**config.mk**
```make
export PLATFORM = sky130hd
export DESIGN_NAME = prog_loader
export DESIGN_NICKNAME = d
export VERILOG_FILES = /design/src/rtl/prog_loader.sv
export SDC_FILE = /design/constraint.sdc
export NUM_CORES = 1
export LEC_CHECK = 0
export BUFFER_PORTS_ARGS = -buffer_cell sky130_fd_sc_hd__buf_2
export CAP_MARGIN = 20
export CORE_ASPECT_RATIO = 0.5
export CORE_UTILIZATION = 35
export CTS_BUF_LIST = sky130_fd_sc_hd__clkbuf_4 sky130_fd_sc_hd__clkbuf_8
export DETAILED_ROUTE_END_ITERATION = 10
export PLACE_DENSITY = 0.6
export SLEW_MARGIN = 10
export SYNTH_ARGS = -nofsm -noshare
export SYNTH_HDL_FRONTEND = slang
export SYNTH_SLANG_ARGS = --single-unit
```
**constraint.sdc**
```tcl
create_clock -name clk -period 3.94 [get_ports clk]
set_input_delay 0.197 -clock clk [delete_from_list [all_inputs] [get_ports clk]]
set_output_delay 0.197 -clock clk [all_outputs]
set_load 0.02 [all_outputs]
```
**src/rtl/prog_loader.sv**
```systemverilog
// -----------------------------------------------------------------------------
// prog_loader
//   Hardware program loader. Receives a framed byte stream
//     len (4 bytes LE) | base (4 bytes LE) | len x 64-bit LE words | xor checksum
//   and writes each word through a single memory write port. The CPU is held
//   in reset (cpu_hold=1) until a complete image with a good checksum is in.
//
// Ports
//   clk           system clock, rising edge
//   rst           asynchronous active-low reset
//   start         one-cycle pulse, starts a load from IDLE, DONE or ERR
//   in_data       stream byte
//   in_valid      in_data valid
//   in_ready      loader accepts a byte this cycle
//   mem_we        write request
//   mem_addr      byte address of the word being written
//   mem_wdata     word being written
//   mem_ready     memory accepts the write this cycle
//   cpu_hold      CPU reset, high = held
//   done          load finished with good checksum (sticky until next start)
//   error         load aborted (sticky until next start)
//   words_written words accepted by memory in the current load
// -----------------------------------------------------------------------------
module prog_loader #(
    parameter int MAX_WORDS = 16384,
    parameter int ADDR_W    = 64
) (
    input  logic              clk,
    input  logic              rst,
    input  logic              start,
    input  logic [7:0]        in_data,
    input  logic              in_valid,
    output logic              in_ready,
    output logic              mem_we,
    output logic [ADDR_W-1:0] mem_addr,
    output logic [63:0]       mem_wdata,
    input  logic              mem_ready,
    output logic              cpu_hold,
    output logic              done,
    output logic              error,
    output logic [31:0]       words_written
);

    typedef enum logic [2:0] {
        S_IDLE, S_LEN, S_BASE, S_DATA, S_WRITE, S_CSUM, S_DONE, S_ERR
    } state_t;

    state_t              state_reg, state_next;
    logic [31:0]         len_reg;
    logic [ADDR_W-1:0]   base_reg;
    logic [31:0]         index_reg;
    logic [2:0]          bcnt_reg;
    logic [63:0]         buf_reg;
    logic [7:0]          csum_reg;
    logic [31:0]         words_written_reg;

    logic                take;
    logic [31:0]         len_asm;
    logic [31:0]         base_asm;

    assign take = in_valid && in_ready;

    // Header fields with the byte currently on the bus merged in, so the
    // 4th-byte decisions see the complete value in the same cycle.
    always_comb begin
        len_asm  = len_reg;
        base_asm = base_reg[31:0];
        len_asm[8*bcnt_reg[1:0] +: 8]  = in_data;
        base_asm[8*bcnt_reg[1:0] +: 8] = in_data;
    end

    // -------------------------------------------------------------------------
    // Next state and handshake outputs
    // -------------------------------------------------------------------------
    always_comb begin
        state_next = state_reg;
        in_ready   = 1'b0;
        mem_we     = 1'b0;
        case (state_reg)
            S_IDLE, S_DONE, S_ERR: begin
                if (start) state_next = S_LEN;
            end
            S_LEN: begin
                in_ready = 1'b1;
                if (take && bcnt_reg == 3'd3)
                    state_next = (len_asm > 32'(MAX_WORDS)) ? S_ERR : S_BASE;
            end
            S_BASE: begin
                in_ready = 1'b1;
                if (take && bcnt_reg == 3'd3) begin
                    if (base_asm[2:0] != 3'd0) state_next = S_ERR;
                    else if (len_reg == 32'd0)  state_next = S_CSUM;
                    else                        state_next = S_DATA;
                end
            end
            S_DATA: begin
                in_ready = 1'b1;
                if (take && bcnt_reg == 3'd7) state_next = S_WRITE;
            end
            S_WRITE: begin
                mem_we = 1'b1;
                if (mem_ready)
                    state_next = (index_reg + 32'd1 == len_reg) ? S_CSUM : S_DATA;
            end
            S_CSUM: begin
                in_ready = 1'b1;
                if (take) state_next = (in_data == csum_reg) ? S_DONE : S_ERR;
            end
            default: state_next = S_IDLE;
        endcase
    end

    // -------------------------------------------------------------------------
    // State and datapath registers
    // -------------------------------------------------------------------------
    always_ff @(posedge clk or negedge rst) begin
        if (!rst) begin
            state_reg         <= S_IDLE;
            len_reg           <= '0;
            base_reg          <= '0;
            index_reg         <= '0;
            bcnt_reg          <= '0;
            buf_reg           <= '0;
            csum_reg          <= '0;
            words_written_reg <= '0;
        end else begin
            state_reg <= state_next;
            case (state_reg)
                S_IDLE, S_DONE, S_ERR: begin
                    if (start) begin
                        len_reg           <= '0;
                        base_reg          <= '0;
                        index_reg         <= '0;
                        bcnt_reg          <= '0;
                        buf_reg           <= '0;
                        csum_reg          <= '0;
                        words_written_reg <= '0;
                    end
                end
                S_LEN: begin
                    if (take) begin
                        len_reg  <= len_asm;
                        bcnt_reg <= (bcnt_reg == 3'd3) ? 3'd0 : bcnt_reg + 3'd1;
                    end
                end
                S_BASE: begin
                    if (take) begin
                        base_reg <= ADDR_W'(base_asm);
                        bcnt_reg <= (bcnt_reg == 3'd3) ? 3'd0 : bcnt_reg + 3'd1;
                    end
                end
                S_DATA: begin
                    if (take) begin
                        buf_reg[8*bcnt_reg +: 8] <= in_data;
                        csum_reg                 <= csum_reg ^ in_data;
                        bcnt_reg                 <= bcnt_reg + 3'd1;  // wraps to 0 after byte 7
                    end
                end
                S_WRITE: begin
                    if (mem_ready) begin
                        index_reg         <= index_reg + 32'd1;
                        words_written_reg <= words_written_reg + 32'd1;
                    end
                end
                default: ;
            endcase
        end
    end

    // Address wraps modulo 2^ADDR_W; index and buffer only change outside
    // WRITE, so address and data hold steady under backpressure.
    assign mem_addr      = base_reg + (ADDR_W'(index_reg) << 3);
    assign mem_wdata     = buf_reg;
    assign words_written = words_written_reg;

    // Status flags come straight from the state register.
    assign done     = (state_reg == S_DONE);
    assign error    = (state_reg == S_ERR);
    assign cpu_hold = (state_reg != S_DONE);

endmodule

```
# Word level (Yosys, flattened, before mapping)
# Cells that the tools add are included.
# word_totals
regBits	238
elab_cells	99
input_bits	13
# op_classes
addsub	6
shift	4
eq_ne	22
n_bitwise	1
n_reduce_logical	20
muxes	37
magnitude_cmp	1
# ops
cell	n
$pmux 64 s2	2
$mux 64	3
$pmux 32 s2	3
$mux 32	4
$add 32x1->32 const B	2
$add 64x35->64	1
$bwmux 32	2
$bwmux 64	1
$shift 8x34->64 const A	1
$shiftx 8x34->64	1
$mux 3	14
$neg 5->34	1
$neg 6->34	1
$shift 8x34->32 const A	1
$shiftx 8x34->32	1
$eq 32x32->1	1
$gt 32x15->1 const B	1
$logic_not 32->1	1
$ne 2x2->1 const B	9
$pmux 3 s6	1
$mux 8	2
$pmux 8 s2	1
$eq 3x3->1 const B	5
$reduce_and 3->1	4
other kinds (18)	28

# Logic depth before layout (Yosys ltp)
# depth
word_depth	7
mapped_depth	13
ltp_nobuf	12

# Least setup slack after synthesis
# No wires, ideal clock.
# synth_path
path_kind	register to output
start	reg index_reg[0]
end	out mem_addr[29]
stages_incl_launch_ff	13
path_slack_ps	659
required_ps	3743
n_path_buf	0
arrival_ps	3084
cell_sequence	dfrtp_1 > ha_1 > inv_1 > fa_1 > nor2b_1 > o31a_1 > o41a_1 > a21oi_1 > nor4_1 > o21ai_0 > a21oi_1 > nor4_1 > a311oi_1
# synth_via
elab_chain_cells	1
# synth_lines
item	line	source
start: declaration	51	logic [31:0] index_reg;
start signal: assignment	161	index_reg <= index_reg + 32'd1;
$add 64x35->64	172	assign mem_addr = base_reg + (ADDR_W'(index_reg) << 3);
end: declaration	35	output logic [ADDR_W-1:0] mem_addr,
# No other way between the ends.

# Worst setup path after layout
# layout_path
start	reg index_reg[2]
end	out mem_addr[23]
# The elaborated chain is that of the path after synthesis.

==> impl_metrics.env <==
export IMPL_hpwl_mm=26.03
export IMPL_yosysTopAreaCellShare_pct=42.46
export IMPL_cp_end_kind="primary output"
export IMPL_cts_sinks=206
export IMPL_cts_made_buffers=35
export IMPL_fp_row_count=47
export IMPL_async_flop_share_pct=100.0
export IMPL_nNetsFinal=1555
export IMPL_ys_seq_area_share_pct=42.46
export IMPL_clk_pin_slew_ns=0.06
export IMPL_cts_root_buf="clkbuf_8"
export IMPL_power_total_mw=6.660
export IMPL_tightest_slew_ns=1.094
export IMPL_required_ns=3.74
export IMPL_grt_pass1_vias=9940
export IMPL_synth_area_top_cells="dfrtp_1, nand2_1, o21ai_0"
export IMPL_outcome="finished, final reports clean"
export IMPL_vias_per_cell=5.405
export IMPL_setup_tns_ns=0
export IMPL_arrival_ns=3.59
export IMPL_final_layout_size_suffix_gt1_share_pct=17.91
export IMPL_cts_buffer_depth=3
export IMPL_p_leak_nw=6.731
export IMPL_drv_cap=0
export IMPL_period_minus_slack_ns=3.786
export IMPL_gp_congestion=0.9143
export IMPL_grt_max_degree=101
export IMPL_largest_reg_flops=64
export IMPL_min_from="in_data[2]"
export IMPL_crit_end="mem_addr[23]"
export IMPL_drc=0
export IMPL_ff2ff_path_depth=10
export IMPL_core_area_sq_um=33580
export IMPL_syn2layout_area_growth_pct=16.96
export IMPL_multi_input_area_sq_um=6580
export IMPL_insertion_delay_ns=0.53
export IMPL_slew_headroom_pct=26.92
export IMPL_register_area_sq_um=5159
export IMPL_final_period_utilization_pct=96.10
export IMPL_htreeDepth=2
export IMPL_die_area_sq_um=35480
export IMPL_grt_pass1_wl_mm=56.99
export IMPL_grtUsageTotal_pct=20.39
export IMPL_avgSynthCellArea_sq_um=8.973
export IMPL_ir_worst_vdd_v=0.0002234
export IMPL_ios=178
export IMPL_ys_seq_elements=206
export IMPL_die_x_um=265.4
export IMPL_antenna_found_initial=2
export IMPL_drt_pass1_iterations=5
export IMPL_portBuffers=149
export IMPL_synth_edff_count=0
export IMPL_cts_tree="yes"
export IMPL_drtAntennaViolNets=0
export IMPL_fin_hold_ws_ns=0.1595
export IMPL_setup_violations=0
export IMPL_finalHoldViolCount=0
export IMPL_synth_area_sq_um=12140
export IMPL_p_per_area_nw_per_um2=469.0
export IMPL_cp_max_fo=7
export IMPL_hold_class="in -> reg"
export IMPL_startpoint="index_reg[2]"
export IMPL_wl_mm=36.87
export IMPL_grt_remaining_overflow=0
export IMPL_start_util_pct=36.16
export IMPL_synth_warnings=0
export IMPL_fill_cells=3392
export IMPL_vias=10760
export IMPL_startpoint_type="flop"
export IMPL_max_freq_mhz=264.1
export IMPL_crit_type="reg -> out"
export IMPL_finClkSkew_ns=0.01100
export IMPL_fp_dieH_um=133.7
export IMPL_r2r_end="state_reg[2]"
export IMPL_slew_violations=0
export IMPL_rsz0062_at_grt="false"
export IMPL_synth_ff_type="dfrtp_1"
export IMPL_wire_per_inst_um=18.52
export IMPL_rr_startpoint="index_reg[0]"
export IMPL_drtIter0Drc=810
export IMPL_netlist_instances=1353
export IMPL_ys_types=71
export IMPL_yosys_area_top_type="dfrtp_1"
export IMPL_reg2reg_slack_ns=0.81
timing repair:
action | CTS | global route
hold endpoints to repair | 98 | 0
resized for setup | 3 | 22
buffers inserted | 0 | 9
setup endpoints to repair | 5 | 9
hold buffers | 1 | 0
pin swaps | 0 | 11
worst max-delay path: stages (launching register included):
cell     delay (ns)
dfrtp_2        0.45
ha_1           0.34
nor2b_2        0.18
o31a_1         0.32
o41a_1         0.47
a21oi_4        0.22
nor4_4         0.08
buf_4          0.15
or3_1          0.34
a21oi_1        0.18
xnor2_1        0.16
buf_4          0.18
area by class of cell:
cell class	count	area share [%]
timing repair buffer	182	7.199
inverter	30	0.7930
multi-input combinational	1045	46.34
antenna	2	0.03525
tap	465	4.097
sequential	206	36.33
clock inverter	5	0.3525
clock buffer	56	4.855
how the worst min path moves through the flow:
stage,cells past startpoint,slack [ns],to
after CTS,3,0.13,base_reg[18]
after global routing,2,0.16,base_reg[1]
after detailed placement,1,0.36,mem_wdata[22]
final,3,0.16,base_reg[18]
after floorplan,0,-0.1,base_reg[0]
after global placement,1,0.36,mem_wdata[23]
synthesized netlist by cell type (21+ instances only):
cell	instances
a21oi_1	47
dfrtp_1	206
ha_1	41
nand4_1	24
xor2_1	35
a21o_1	21
nor2_1	77
xnor2_1	70
o21ai_0	130
a32o_1	25
o31ai_1	26
clkbuf_1	61
nor3_1	32
nand2_1	200
inv_1	30
buf_4	31
nand3_1	56
a22o_1	52
logic make-up after synthesis:
kind of cell,after synthesis,share of synthesized area (%)
AO/OA/AOI/OAI,369,20.31
XOR/XNOR,105,7.575
adder cells (fa/ha/maj),42,4.390
buffers and inverters,129,5.081
flip-flops,206,42.46
multiplexers,6,0.5153
other,1,0.03089
AND/OR/NAND/NOR,495,19.63
layout by cell type (no fill, tap or decap), types with 9 or more instances in the layout:
master / instances
buf_2: 146
and2_1: 9
nor2_1: 76
inv_1: 29
o21ai_0: 129
nor4_1: 17
buf_4: 33
o21ai_1: 12
o31ai_1: 26
a21oi_1: 45
or3_1: 12
and3_1: 20
nand3_1: 56
nand4_1: 24
conb_1: 28
clkbuf_4: 13
xnor2_1: 70
nor2b_1: 9
nand2_1: 200
ha_1: 40
a32o_1: 25
nor3_1: 32
a22o_1: 52
xor2_1: 35
a21o_1: 21
clkbuf_8: 44
dfrtp_1: 203
through the flow:
| stage | instances | cell area (sq um) | worst slack (ns) | util, % |
|---|---|---|---|---|
| floorplan | 1380 | 12240 | 0.6593 | - |
| global placement | 1918 | 13260 | 0.4002 | 39.50 |
| detailed placement | 1918 | 13260 | 0.3744 | 39.50 |
| CTS | 1980 | 14030 | -0.02733 | 41.78 |
| global route | 1991 | 14200 | 0.005191 | 42.29 |
| finish | 1991 | 14200 | 0.1538 | 42.29 |
layer usage:
| metal | part of all wire, % | GRT usage [%] |
|---|---|---|
| met1 | 47 | 29.92 |
| met2 | 44 | 30.41 |
| met3 | 6.5 | 3.512 |
| met5 | 0 | 0 |
| met4 | 2.1 | 6.294 |
where the power goes:
group          internal, mW  switching [mW]  leakage [nW]
registers              2.28           0.198          2.86
logic                 0.661            1.46          3.48
clock network          1.17           0.882         0.399
Power figures use the tool's default switching activity.
